==> config.mk <==
export PLATFORM = sky130hd
export DESIGN_NAME = ex_dispatch
export DESIGN_NICKNAME = d
export VERILOG_FILES = /design/src/rtl/ex_pkg.sv /design/src/rtl/ex_mdu_cache.sv /design/src/rtl/ex_dispatch.sv
export SDC_FILE = /design/constraint.sdc
export NUM_CORES = 1
export LEC_CHECK = 0
export CORE_AREA = 2 2 169 171
export DETAILED_ROUTE_END_ITERATION = 10
export DIE_AREA = 0 0 171 173
export SYNTH_ARGS = -nofsm -noshare
export SYNTH_HDL_FRONTEND = slang
export SYNTH_SLANG_ARGS = --single-unit
==> constraint.sdc <==
create_clock -name clk -period 3.9 [get_ports clk]
set_input_delay 0.78 -clock clk [delete_from_list [all_inputs] [get_ports clk]]
set_output_delay 0.78 -clock clk [all_outputs]
set_load 0.05 [all_outputs]
==> src/rtl/ex_pkg.sv <==
// ex_pkg: definitions shared by the EX dispatch slice.
//   - chip-select encodings produced by the EX decoder
//   - opcode widths of the ALU, MDU and BMU control fields
//   - dispatcher FSM state encoding
package ex_pkg;

  localparam logic [1:0] CS_ALU = 2'b00;
  localparam logic [1:0] CS_MDU = 2'b01;
  localparam logic [1:0] CS_BMU = 2'b10;
  localparam logic [1:0] CS_FPU = 2'b11;

  localparam int ALU_OP_W = 4;
  localparam int MDU_OP_W = 3;
  localparam int BMU_OP_W = 5;

  typedef enum logic [1:0] {
    IDLE  = 2'd0,
    ISSUE = 2'd1,
    WAIT  = 2'd2
  } disp_state_e;

endpackage

==> src/rtl/ex_mdu_cache.sv <==
// ex_mdu_cache: single-entry memo of the last completed MDU operation.
// Lookup is combinational against the incoming instruction's {op, a, b};
// a store overwrites the entry and sets its valid bit.
// Ports:
//   clk, rst                    clock, synchronous active-high reset
//   lookup_op/a/b  -> hit, hit_data   compare of the candidate operation
//   store_en, store_op/a/b/data       write of a completed operation
module ex_mdu_cache
  import ex_pkg::*;
#(
  parameter int XLEN = 32
) (
  input  logic                clk,
  input  logic                rst,
  input  logic [MDU_OP_W-1:0] lookup_op,
  input  logic [XLEN-1:0]     lookup_a,
  input  logic [XLEN-1:0]     lookup_b,
  output logic                hit,
  output logic [XLEN-1:0]     hit_data,
  input  logic                store_en,
  input  logic [MDU_OP_W-1:0] store_op,
  input  logic [XLEN-1:0]     store_a,
  input  logic [XLEN-1:0]     store_b,
  input  logic [XLEN-1:0]     store_data
);

  logic                valid_q, valid_d;
  logic [MDU_OP_W-1:0] op_q, op_d;
  logic [XLEN-1:0]     a_q, a_d;
  logic [XLEN-1:0]     b_q, b_d;
  logic [XLEN-1:0]     data_q, data_d;

  assign hit      = valid_q && (lookup_op == op_q) && (lookup_a == a_q) && (lookup_b == b_q);
  assign hit_data = data_q;

  // Entry holds until the next completed operation replaces it.
  always_comb begin
    valid_d = valid_q;
    op_d    = op_q;
    a_d     = a_q;
    b_d     = b_q;
    data_d  = data_q;
    if (store_en) begin
      valid_d = 1'b1;
      op_d    = store_op;
      a_d     = store_a;
      b_d     = store_b;
      data_d  = store_data;
    end
  end

  always_ff @(posedge clk) begin
    if (rst) begin
      valid_q <= 1'b0;
      op_q    <= '0;
      a_q     <= '0;
      b_q     <= '0;
      data_q  <= '0;
    end else begin
      valid_q <= valid_d;
      op_q    <= op_d;
      a_q     <= a_d;
      b_q     <= b_d;
      data_q  <= data_d;
    end
  end

endmodule

==> src/rtl/ex_dispatch.sv <==
// ex_dispatch: routes decoded EX instructions to the ALU, BMU or MDU and
// registers the selected result toward writeback.
//   - ALU/BMU: combinational units, result captured in the accept cycle.
//   - MDU: multi-cycle unit behind a valid/ready request and a response
//     pulse; issue stalls (in_ready=0) until the response returns.
//   - FPU select: accepted, answered with a one-cycle illegal_op pulse.
//   - flush kills the in-flight MDU op (response consumed, no writeback)
//     and masks a result that is being emitted in the same cycle.
// Optional build macro EX_MDU_RESULT_CACHE_EN adds a one-entry MDU result
// cache (ex_mdu_cache) that completes repeated MDU ops without a request.
// Ports:
//   clk, rst                                clock, synchronous active-high reset
//   in_valid/in_ready, in_cs, in_*_op,
//   in_rs1/in_rs2, in_rd, flush             decoded instruction input
//   alu_op/a/b, alu_result                  ALU interface
//   bmu_op/a/b, bmu_result                  BMU interface
//   mdu_req_*, mdu_resp_*                   MDU request/response
//   out_valid/out_data/out_rd               writeback
//   illegal_op                              FPU select pulse
module ex_dispatch
  import ex_pkg::*;
#(
  parameter int XLEN = 32,
  parameter int RD_W = 5
) (
  input  logic                clk,
  input  logic                rst,
  input  logic                in_valid,
  output logic                in_ready,
  input  logic [1:0]          in_cs,
  input  logic [ALU_OP_W-1:0] in_alu_op,
  input  logic [MDU_OP_W-1:0] in_mdu_op,
  input  logic [BMU_OP_W-1:0] in_bmu_op,
  input  logic [XLEN-1:0]     in_rs1,
  input  logic [XLEN-1:0]     in_rs2,
  input  logic [RD_W-1:0]     in_rd,
  input  logic                flush,
  output logic [ALU_OP_W-1:0] alu_op,
  output logic [XLEN-1:0]     alu_a,
  output logic [XLEN-1:0]     alu_b,
  input  logic [XLEN-1:0]     alu_result,
  output logic [BMU_OP_W-1:0] bmu_op,
  output logic [XLEN-1:0]     bmu_a,
  output logic [XLEN-1:0]     bmu_b,
  input  logic [XLEN-1:0]     bmu_result,
  output logic                mdu_req_valid,
  input  logic                mdu_req_ready,
  output logic [MDU_OP_W-1:0] mdu_req_op,
  output logic [XLEN-1:0]     mdu_req_a,
  output logic [XLEN-1:0]     mdu_req_b,
  input  logic                mdu_resp_valid,
  input  logic [XLEN-1:0]     mdu_resp_data,
  output logic                out_valid,
  output logic [XLEN-1:0]     out_data,
  output logic [RD_W-1:0]     out_rd,
  output logic                illegal_op
);

  disp_state_e         state_q, state_d;
  logic                kill_q, kill_d;
  logic [MDU_OP_W-1:0] op_q, op_d;
  logic [XLEN-1:0]     a_q, a_d;
  logic [XLEN-1:0]     b_q, b_d;
  logic [RD_W-1:0]     rd_q, rd_d;
  logic                out_valid_q, out_valid_d;
  logic [XLEN-1:0]     out_data_q, out_data_d;
  logic [RD_W-1:0]     out_rd_q, out_rd_d;
  logic                illegal_q, illegal_d;

  logic                accept;
  logic                sel_alu;
  logic                sel_bmu;
  logic                cache_hit;
  logic [XLEN-1:0]     cache_data;
  logic                cache_store;

  assign in_ready = (state_q == IDLE);
  assign accept   = in_valid && in_ready && !flush;
  assign sel_alu  = in_valid && (in_cs == CS_ALU);
  assign sel_bmu  = in_valid && (in_cs == CS_BMU);

  // Operands reach a combinational unit only when it is the selected one,
  // so an FPU select or an MDU op leaves the ALU/BMU inputs quiet.
  assign alu_op = in_alu_op;
  assign alu_a  = sel_alu ? in_rs1 : '0;
  assign alu_b  = sel_alu ? in_rs2 : '0;
  assign bmu_op = sel_bmu ? in_bmu_op : '0;
  assign bmu_a  = sel_bmu ? in_rs1 : '0;
  assign bmu_b  = sel_bmu ? in_rs2 : '0;

  // The request payload comes from the latched copy, so it stays stable
  // for however long the MDU holds off ready.
  assign mdu_req_valid = (state_q == ISSUE);
  assign mdu_req_op    = mdu_req_valid ? op_q : '0;
  assign mdu_req_a     = mdu_req_valid ? a_q : '0;
  assign mdu_req_b     = mdu_req_valid ? b_q : '0;

  // A flush arriving in the emit cycle kills the result being written back.
  assign out_valid  = out_valid_q && !flush;
  assign out_data   = out_data_q;
  assign out_rd     = out_rd_q;
  assign illegal_op = illegal_q;

`ifdef EX_MDU_RESULT_CACHE_EN
  ex_mdu_cache #(
    .XLEN(XLEN)
  ) u_mdu_cache (
    .clk       (clk),
    .rst       (rst),
    .lookup_op (in_mdu_op),
    .lookup_a  (in_rs1),
    .lookup_b  (in_rs2),
    .hit       (cache_hit),
    .hit_data  (cache_data),
    .store_en  (cache_store),
    .store_op  (op_q),
    .store_a   (a_q),
    .store_b   (b_q),
    .store_data(mdu_resp_data)
  );
`else
  logic unused_cache_store;
  assign unused_cache_store = cache_store;
  assign cache_hit  = 1'b0;
  assign cache_data = '0;
`endif

  // Next-state and writeback selection. A request is never withdrawn once
  // raised; a flush during ISSUE/WAIT only marks the op killed so that its
  // response is swallowed. Responses seen outside WAIT are ignored.
  always_comb begin
    state_d     = state_q;
    kill_d      = kill_q;
    op_d        = op_q;
    a_d         = a_q;
    b_d         = b_q;
    rd_d        = rd_q;
    out_valid_d = 1'b0;
    out_data_d  = out_data_q;
    out_rd_d    = out_rd_q;
    illegal_d   = 1'b0;
    cache_store = 1'b0;
    case (state_q)
      IDLE: begin
        if (accept) begin
          case (in_cs)
            CS_ALU: begin
              out_valid_d = 1'b1;
              out_data_d  = alu_result;
              out_rd_d    = in_rd;
            end
            CS_BMU: begin
              out_valid_d = 1'b1;
              out_data_d  = bmu_result;
              out_rd_d    = in_rd;
            end
            CS_MDU: begin
              if (cache_hit) begin
                out_valid_d = 1'b1;
                out_data_d  = cache_data;
                out_rd_d    = in_rd;
              end else begin
                op_d    = in_mdu_op;
                a_d     = in_rs1;
                b_d     = in_rs2;
                rd_d    = in_rd;
                state_d = ISSUE;
              end
            end
            default: begin
              illegal_d = 1'b1;
            end
          endcase
        end
      end
      ISSUE: begin
        if (flush) begin
          kill_d = 1'b1;
        end
        if (mdu_req_ready) begin
          state_d = WAIT;
        end
      end
      WAIT: begin
        if (flush) begin
          kill_d = 1'b1;
        end
        if (mdu_resp_valid) begin
          state_d = IDLE;
          kill_d  = 1'b0;
          if (!(kill_q || flush)) begin
            out_valid_d = 1'b1;
            out_data_d  = mdu_resp_data;
            out_rd_d    = rd_q;
            cache_store = 1'b1;
          end
        end
      end
      default: begin
        state_d = IDLE;
      end
    endcase
  end

  always_ff @(posedge clk) begin
    if (rst) begin
      state_q     <= IDLE;
      kill_q      <= 1'b0;
      op_q        <= '0;
      a_q         <= '0;
      b_q         <= '0;
      rd_q        <= '0;
      out_valid_q <= 1'b0;
      out_data_q  <= '0;
      out_rd_q    <= '0;
      illegal_q   <= 1'b0;
    end else begin
      state_q     <= state_d;
      kill_q      <= kill_d;
      op_q        <= op_d;
      a_q         <= a_d;
      b_q         <= b_d;
      rd_q        <= rd_d;
      out_valid_q <= out_valid_d;
      out_data_q  <= out_data_d;
      out_rd_q    <= out_rd_d;
      illegal_q   <= illegal_d;
    end
  end

endmodule

# Yosys cells after proc, flatten, opt, wreduce, memory -nomap -nowiden
# Index checks and enable logic that the tools add are counted.
[totals]
ff_bits = 114
latchBits = 0
ramBits = 0
romBits = 0
output_inout_bits = 245
elab_cells = 73
memories = 0
[classes]
add_sub_neg = 0
multipliers = 0
div = 0
order_cmp = 0
n_eq_ne = 11
n_shift = 0
mux = 32
bitwise_logic = 2
reduce_logical = 18
[ops]
columns = ["cell", "count"]
rows = [
  ["32-bit two-way mux", 9],
  ["32-bit one-hot mux with 2 select lines", 2],
  ["5-bit two-way mux", 5],
  ["5-bit one-hot mux with 2 select lines", 1],
  ["5-bit AND reduction", 2],
  ["2-bit two-way mux", 4],
  ["1-bit two-way mux", 7],
  ["2-bit by 1-bit != test with 1-bit output, second input constant", 3],
  ["2-bit != test, second input constant", 3],
  ["2-bit one-hot mux with 3 select lines", 1],
  ["3-bit OR reduction", 2],
  ["1-bit logical AND", 5],
  ["2-bit by 1-bit == test with 1-bit output, second input constant", 2],
  ["2-bit == test, second input constant", 2],
  ["2-bit logical NOT", 2],
  ["1-bit one-hot mux with 2 select lines", 2],
  ["4-bit AND reduction", 1],
  ["2-bit nonzero test", 2],
  ["3-bit two-way mux", 1],
  ["3-bit by 1-bit != test with 1-bit output, second input constant", 1],
  ["3-bit AND reduction", 1],
  ["1-bit inverter", 2],
  ["2-bit OR reduction", 1],
  ["1-bit logical NOT", 1],
  ["1-bit logical OR", 1],
]

# Logic depth before layout (Yosys ltp)
# Gate-level depths: netlist of run 1.
[logic_depth]
word_depth = 5
mapped_depth = 8

# Worst setup path after synthesis of run 1
# Ideal clock, no wire load.
[synth_path]
path_kind = "input-to-output"
start = "input port in_cs[1]"
end = "output port bmu_b[21]"
t_arrival_ns = 2.142
required_time_ns = 3.120
slack_ns = 0.978
path_stages = 7
n_path_buf = 4
cell_sequence = "buf_2 -> buf_4 -> inv_2 -> nor2_2 -> buf_2 -> clkbuf_1 -> and3_1"
[synth_via]
elab_chain_cells = 3
[synth_lines]
columns = ["item", "line_no", "rtl"]
rows = [
  ["start, declared", "ex_dispatch.sv:30", "input logic [1:0] in_cs,"],
  ["2-bit == test", "ex_dispatch.sv:80", "assign sel_bmu = in_valid && (in_cs == CS_BMU);"],
  ["1-bit logical AND", "ex_dispatch.sv:80", ""],
  ["32-bit two-way mux", "ex_dispatch.sv:89", "assign bmu_b = sel_bmu ? in_rs2 : '0;"],
  ["end, declared", "ex_dispatch.sv:44", "output logic [XLEN-1:0] bmu_b,"],
]
# No other way between the ends.

# Worst setup path after layout of run 1
[layout_path]
start = "register state_q[1]"
end = "output port mdu_req_b[15]"
[layout_via]
elab_chain_cells = 2
[layout_lines]
columns = ["item", "line_no", "rtl"]
rows = [
  ["start, declared", "ex_dispatch.sv:59", "disp_state_e state_q, state_d;"],
  ["start signal, assigned", "ex_dispatch.sv:218", "state_q <= state_d;"],
  ["2-bit by 1-bit == test with 1-bit output", "ex_dispatch.sv:93", "assign mdu_req_valid = (state_q == ISSUE);"],
  ["32-bit two-way mux", "ex_dispatch.sv:96", "assign mdu_req_b = mdu_req_valid ? b_q : '0;"],
  ["end, declared", "ex_dispatch.sv:50", "output logic [XLEN-1:0] mdu_req_b,"],
]
# No other way between the ends.

==> flow_summary.ini, run 1 <==
[timing]
holdWs_ns = 0.468
slew_violations = 0
fin_ws_ns = 0.319
rsz0062_at_grt = no
worstMarginPinSlew_ns = 0.985
max_slew_margin_pct = 34.3
min_period_over_period_pct = 91.8
finClkSkew_ns = 0.00594
fmax_mhz = 279
finalHoldViolations = 0
finalCriticalPeriod_ns = 3.58
finalSetupViolCount = 0
setup_tns_ns = 0

[final_layout]
nets = 1423
drive_gt1_share_pct = 15.8
utilization_pct = 48.3
area_growth_pct = 91.7

[pwr]
power_w = 0.00432
power.density_mw_per_mm2 = 324
p_leak_nw = 5.11
ir_drop_mv = 0.238

[yosys]
ys_warn_count = 0
ys_seq_elements = 114
syn_nets = 1072
syn_area_per_cell_sq_um = 7.89
syn_area_sq_mm = 0.00696
ys_seq_area_share_pct = 32.8
yosysUniqueCellTypes = 33
syn_inst = 882

[setup_path]
max_stage_delay_ns = 0.84
crit_chain = inv_1 -> ha_2 -> buf_4 -> and2_1 -> clkdlybuf4s50_1
start_kind = register
path_depth = 5
crit_fanout = 27
rr_worst_depth = 4
cp_slowest_cell = clkdlybuf4s50_1
cp_data_arrival_time_ns = 2.80
critPathKind = register to primary output
worstSetupEndpointType = primary output
rrSetupSlack_ns = 1.41
worstPathRequired_ns = 3.12
crit_buf_inv = 3
critical-path-top-delay-family = buffers and inverters

[floorplan]
initial_core_util_pct = 25.2
die_x_um = 171
row_count = 61
core-area_sq_mm = 0.0276
num_io_pins = 430
fp.dieH_um = 173
dieArea_sq_mm = 0.0296

[grt]
grt-ovfl-total = 0
grt_use_total_pct = 20.2
grt_max_degree = 74
grt_antenna_before_repair = 2
grt_pass1_wl_um = 46900
grt_pass1_vias = 7809

[detailed_routing]
wl_per_cell_um = 19.0
vias = 7807
via_per_inst = 4.80
first_pass_iters = 5
drt_iter0_drc = 406
drcViolationCount = 0
ant_nets = 0
finalWirelength_um = 30900

[clock_network]
htree_levels = 4
path_clk_slew_ns = 0.05
clock_sinks = 114
ctsRootBufferMaster = clkbuf_16
hold_buffers = 0
numCtsBuffers = 17
post_cts_resized = 0
insertion_delay_ns = 0.40
cts_buffer_depth = 2
cts_setup_buffers = 0
cts_tree = built

[placed_design]
gp_congestion = 0.784
place_ws_ns = 0.702
buffer_ports.inserted = 421
hpwl_um = 21800

[outcome]
status = finished clean

[flow_run]
drv_cap = 0

[worst_hold_path]
hp-class = register to register
hold_depth = 2
worst reg2reg max path, stage by stage, from the launching register on:
cell	delay, ns
dfxtp_1	0.34
inv_1	0.16
ha_4	0.50
a221o_2	0.93
mux2_2	0.45
cell usage in the layout, fill, tap and decap left out, drive strengths merged, types with 21 or more instances in the layout:
master / Yosys / layout
and3: 69 / 69
nor4b: 32 / 32
dfxtp: 114 / 114
o21ai: 72 / 72
a2111oi: 32 / 32
nor2b: 70 / 70
nand3: 72 / 72
clkbuf: 74 / 21
clkdlybuf4s50: 0 / 284
a21oi: 73 / 73
buf: 33 / 155
mux2: 37 / 37
nor2: 38 / 38
and2: 131 / 131
worst paths after layout:
kind	start	endpoint
max	state_q[1]$_SDFFE_PP0P_	mdu_req_b[15]
min	a_q[27]$_SDFFE_PP0P_	a_q[27]$_SDFFE_PP0P_
max reg2reg	state_q[0]$_SDFFE_PP0P_	out_rd[0]$_SDFFE_PP0P_
min reg2reg	a_q[27]$_SDFFE_PP0P_	a_q[27]$_SDFFE_PP0P_
per-stage QoR:
stage / instances / cell area (sq um)
after CTS: 1623 / 13300
after floorplan: 882 / 6960
after global routing: 1623 / 13300
after global placement: 1592 / 12700
final: 1625 / 13300
after detailed placement: 1592 / 12700
Yosys cell counts, drive strengths merged:
cell | count | area share (%)
a222oi | 1 | 0.14
and2 | 131 | 12
nor3 | 1 | 0.072
clkbuf | 74 | 4.0
a2111oi | 32 | 4.0
a21oi | 73 | 5.3
a221o | 1 | 0.14
nor4b | 32 | 4.0
nand4bb | 1 | 0.16
nor3b | 1 | 0.18
ha | 5 | 0.90
nand3b | 2 | 0.22
inv | 5 | 0.27
a211oi | 1 | 0.11
a311oi | 1 | 0.13
mux2i | 7 | 1.0
mux2 | 37 | 6.0
nor2b | 70 | 6.3
nand4b | 1 | 0.13
dfxtp | 114 | 33
buf | 33 | 2.9
nand2b | 7 | 0.63
o21ai | 72 | 5.2
and3 | 69 | 6.2
nor2 | 38 | 2.1
nand3 | 72 | 5.2
and4b | 1 | 0.14
area by class of cell:
type / count / area (sq um)
antenna: 2 / 5.00
tap: 378 / 473
sequential: 114 / 2280
fill: 2649 / 14300
clock buffer: 21 / 470
multi-input combinational: 656 / 4200
clock inverter: 10 / 180
timing repair buffer: 439 / 5700
inverter: 5 / 18.8
cells by family (layout without fill, tap and decap cells):
group                      Yosys count  after routing  synth area share (%)
muxes                               44             44                  7.00
DFF                                114            114                  32.8
buffers and inverters              112            475                  7.21
AOI/OAI and AO/OA                  181            181                  15.0
adders and majority gates            5              5                 0.899
and+or+nand+nor                    426            426                  37.1
other                                0              2                     0
layer usage:
layer	global-route usage, %	wire length (um)
met5	0	13
met4	5.97	722
met3	7.23	2860
met2	33.8	14800
met1	24.2	12500
flip-flops by register name, indices dropped and copies added (netlist names):
signal and count:
state_q 2, op_q 3, out_rd 5, kill_q 1, illegal_op 1, a_q 32, out_data 32, b_q 32
out_valid_q 1, rd_q 5
power by group:
group / internal (W) / leakage, nW / switching (W)
Combinational: 0.000558 / 3.87 / 0.000758
Sequential: 0.00123 / 0.923 / 0.0000319
Clock: 0.00118 / 0.315 / 0.000559
Total: 0.00297 / 5.11 / 0.00135
No activity file was read; power rests on OpenSTA's default activity.
==> inputs of run 2 (changes only) <==
GPL_TIMING_DRIVEN = 0   (was not set)
SLEW_MARGIN = 20   (was not set)
==> flow_summary.ini, run 2 (synthesized netlist as in run 1, its figures left out) <==
[clock_network]
numCtsBuffers = 17
htree_levels = 4
hold_buffers = 0
ctsRootBufferMaster = clkbuf_16
cts_buffer_depth = 2
cts_tree = built
clock_sinks = 114
insertion_delay_ns = 0.41
path_clk_slew_ns = 0.06

[detailed_routing]
ant_nets = 0
drcViolationCount = 0
wl_per_cell_um = 18.9
vias = 8164
drt_iter0_drc = 407
finalWirelength_um = 32600
first_pass_iters = 4
via_per_inst = 4.74

[grt]
grt_antenna_before_repair = 3
grt_use_total_pct = 21.2
grt-ovfl-total = 0
grt_pass1_wl_um = 48400
grt_max_degree = 17
grt_pass1_vias = 8129

[floorplan]
initial_core_util_pct = 25.2
core-area_sq_mm = 0.0276
fp.dieH_um = 173
num_io_pins = 430
row_count = 61
die_x_um = 171
dieArea_sq_mm = 0.0296

[timing]
finalHoldViolations = 0
finClkSkew_ns = 0.00447
rsz0062_at_grt = no
min_period_over_period_pct = 97.5
holdWs_ns = 0.467
max_slew_margin_pct = 51.8
finalCriticalPeriod_ns = 3.80
fin_ws_ns = 0.0987
slew_violations = 0
fmax_mhz = 263
worstMarginPinSlew_ns = 0.705
finalSetupViolCount = 0
setup_tns_ns = 0

[setup_path]
rrSetupSlack_ns = 1.65
max_stage_delay_ns = 0.54
cp_slowest_cell = dlygate4sd2_1
worstSetupEndpointType = primary output
r2r-start = state_q[0]$_SDFFE_PP0P_
crit_chain = clkdlybuf4s50_1 -> buf_2 -> clkbuf_4 -> nor3b_4 -> buf_4 -> buf_12 -> buf_4 -> and2_1 -> dlygate4sd2_1
worstPathRequired_ns = 3.12
rr_worst_depth = 7
critPathKind = input pin to primary output
start_kind = input pin
crit_fanout = 10
cp_common_cell = buf_4
worstReg2RegEnd = out_data[9]$_SDFFE_PP0P_
cp_data_arrival_time_ns = 3.02

[placed_design]
hpwl_um = 24800
gp_congestion = 0.812
place_ws_ns = -0.980
buffer_ports.inserted = 423
place_area_sq_mm = 0.0117

[final_layout]
multiInputGateArea_sq_mm = 0.00418
utilization_pct = 44.8
final_common_cell = clkdlybuf4s50_1
register_area_sq_mm = 0.00228
area_growth_pct = 77.8
layout_common_cells = clkdlybuf4s50_1 (260), and2_1 (131), dfxtp_1 (114)
nets = 1518
fillers = 2850
drive_gt1_share_pct = 11.2
fin_area_sq_mm = 0.0124

[pwr]
power.density_mw_per_mm2 = 340
p_leak_nw = 5.89
ir_drop_mv = 0.250

[worst_hold_path]
holdPathEnd = b_q[29]$_SDFFE_PP0P_
hold_depth = 2
hp-class = register to register
hold_start = b_q[29]$_SDFFE_PP0P_

[flow_run]
drv_cap = 0

[outcome]
status = finished clean
## run 2: cell types whose count changed in the layout (fill, tap and decap cells not counted), moves of 2 or more
cell / delta
buf_1: +5
buf_12: -135
buf_2: +14
buf_4: -8
buf_6: +5
clkbuf_1: +66
clkbuf_2: +37
clkbuf_8: -2
clkdlybuf4s15_2: +42
clkdlybuf4s50_1: -24
clkinv_4: +2
dlygate4sd2_1: +35
dlymetal6s2s_1: +57
ha_1: +2
## run 2: stage by stage
stage | instances | total power (W)
4_1_cts | 1719 | 0.00426
3_3_place_gp | 1683 | 0.00257
6_report | 1722 | 0.00421
2_1_floorplan | 882 | 0.00201
3_5_place_dp | 1683 | 0.00258
5_1_grt | 1720 | 0.00440
## run 2: how the worst max path moves through the flow
stage / startpoint / slack (ns) / endpoint
CTS: in_cs[0] / 0.0002 / bmu_a[9]
global route: in_cs[0] / 0.02 / alu_a[0]
detailed placement: in_cs[0] / -0.98 / alu_a[22]
global placement: in_cs[0] / -0.98 / alu_a[23]
floorplan: in_cs[1] / 0.98 / bmu_b[21]
finish: in_cs[0] / 0.1 / alu_a[0]
## run 2: report_power, final
part           switching (W)  internal [W]
Sequential         0.0000308       0.00123
Clock               0.000587       0.00109
Combinational       0.000780      0.000489
Total                0.00140       0.00281
## run 2: repair_timing
item | in CTS | in global routing
pin swaps | 1 | 0
resized for setup | 203 | 118
cloned | 0 | 0
endpoints found under the hold margin | 0 | 0
endpoints found under the setup margin | 163 | 121
setup buffers | 4 | 0
## run 2: layer usage
layer | part of all wire (%) | up-vias | wire (um) | global-route usage (%)
met4 | 1.6 | 0 | 513 | 5.12
met5 | 0 | - | 0 | 0
met1 | 42 | 3843 | 13800 | 25.6
met3 | 7.9 | 29 | 2560 | 6.04
met2 | 48 | 310 | 15700 | 36.7
li1 | - | 3982 | - | -
## run 2: layout make-up
cell class | count | share of cell area (%)
timing repair buffer | 427 | 34.6
multi-input combinational | 656 | 33.8
sequential | 114 | 18.4
buffer | 107 | 4.01
tap | 378 | 3.82
clock buffer | 19 | 3.58
clock inverter | 13 | 1.49
inverter | 5 | 0.152
antenna | 3 | 0.0607
## run 2: worst max-delay path, delay by kind of cell
family	cells	cell delay, ns
buffers and inverters	7	1.89
and+or+nand+nor	2	0.33
==> inputs of run 3 (changes only) <==
ABC_CLOCK_PERIOD_IN_PS = 3900   (was not set)
==> results of run 3 <==
The final DEF is identical to that of run 2; final timing and power are the same.
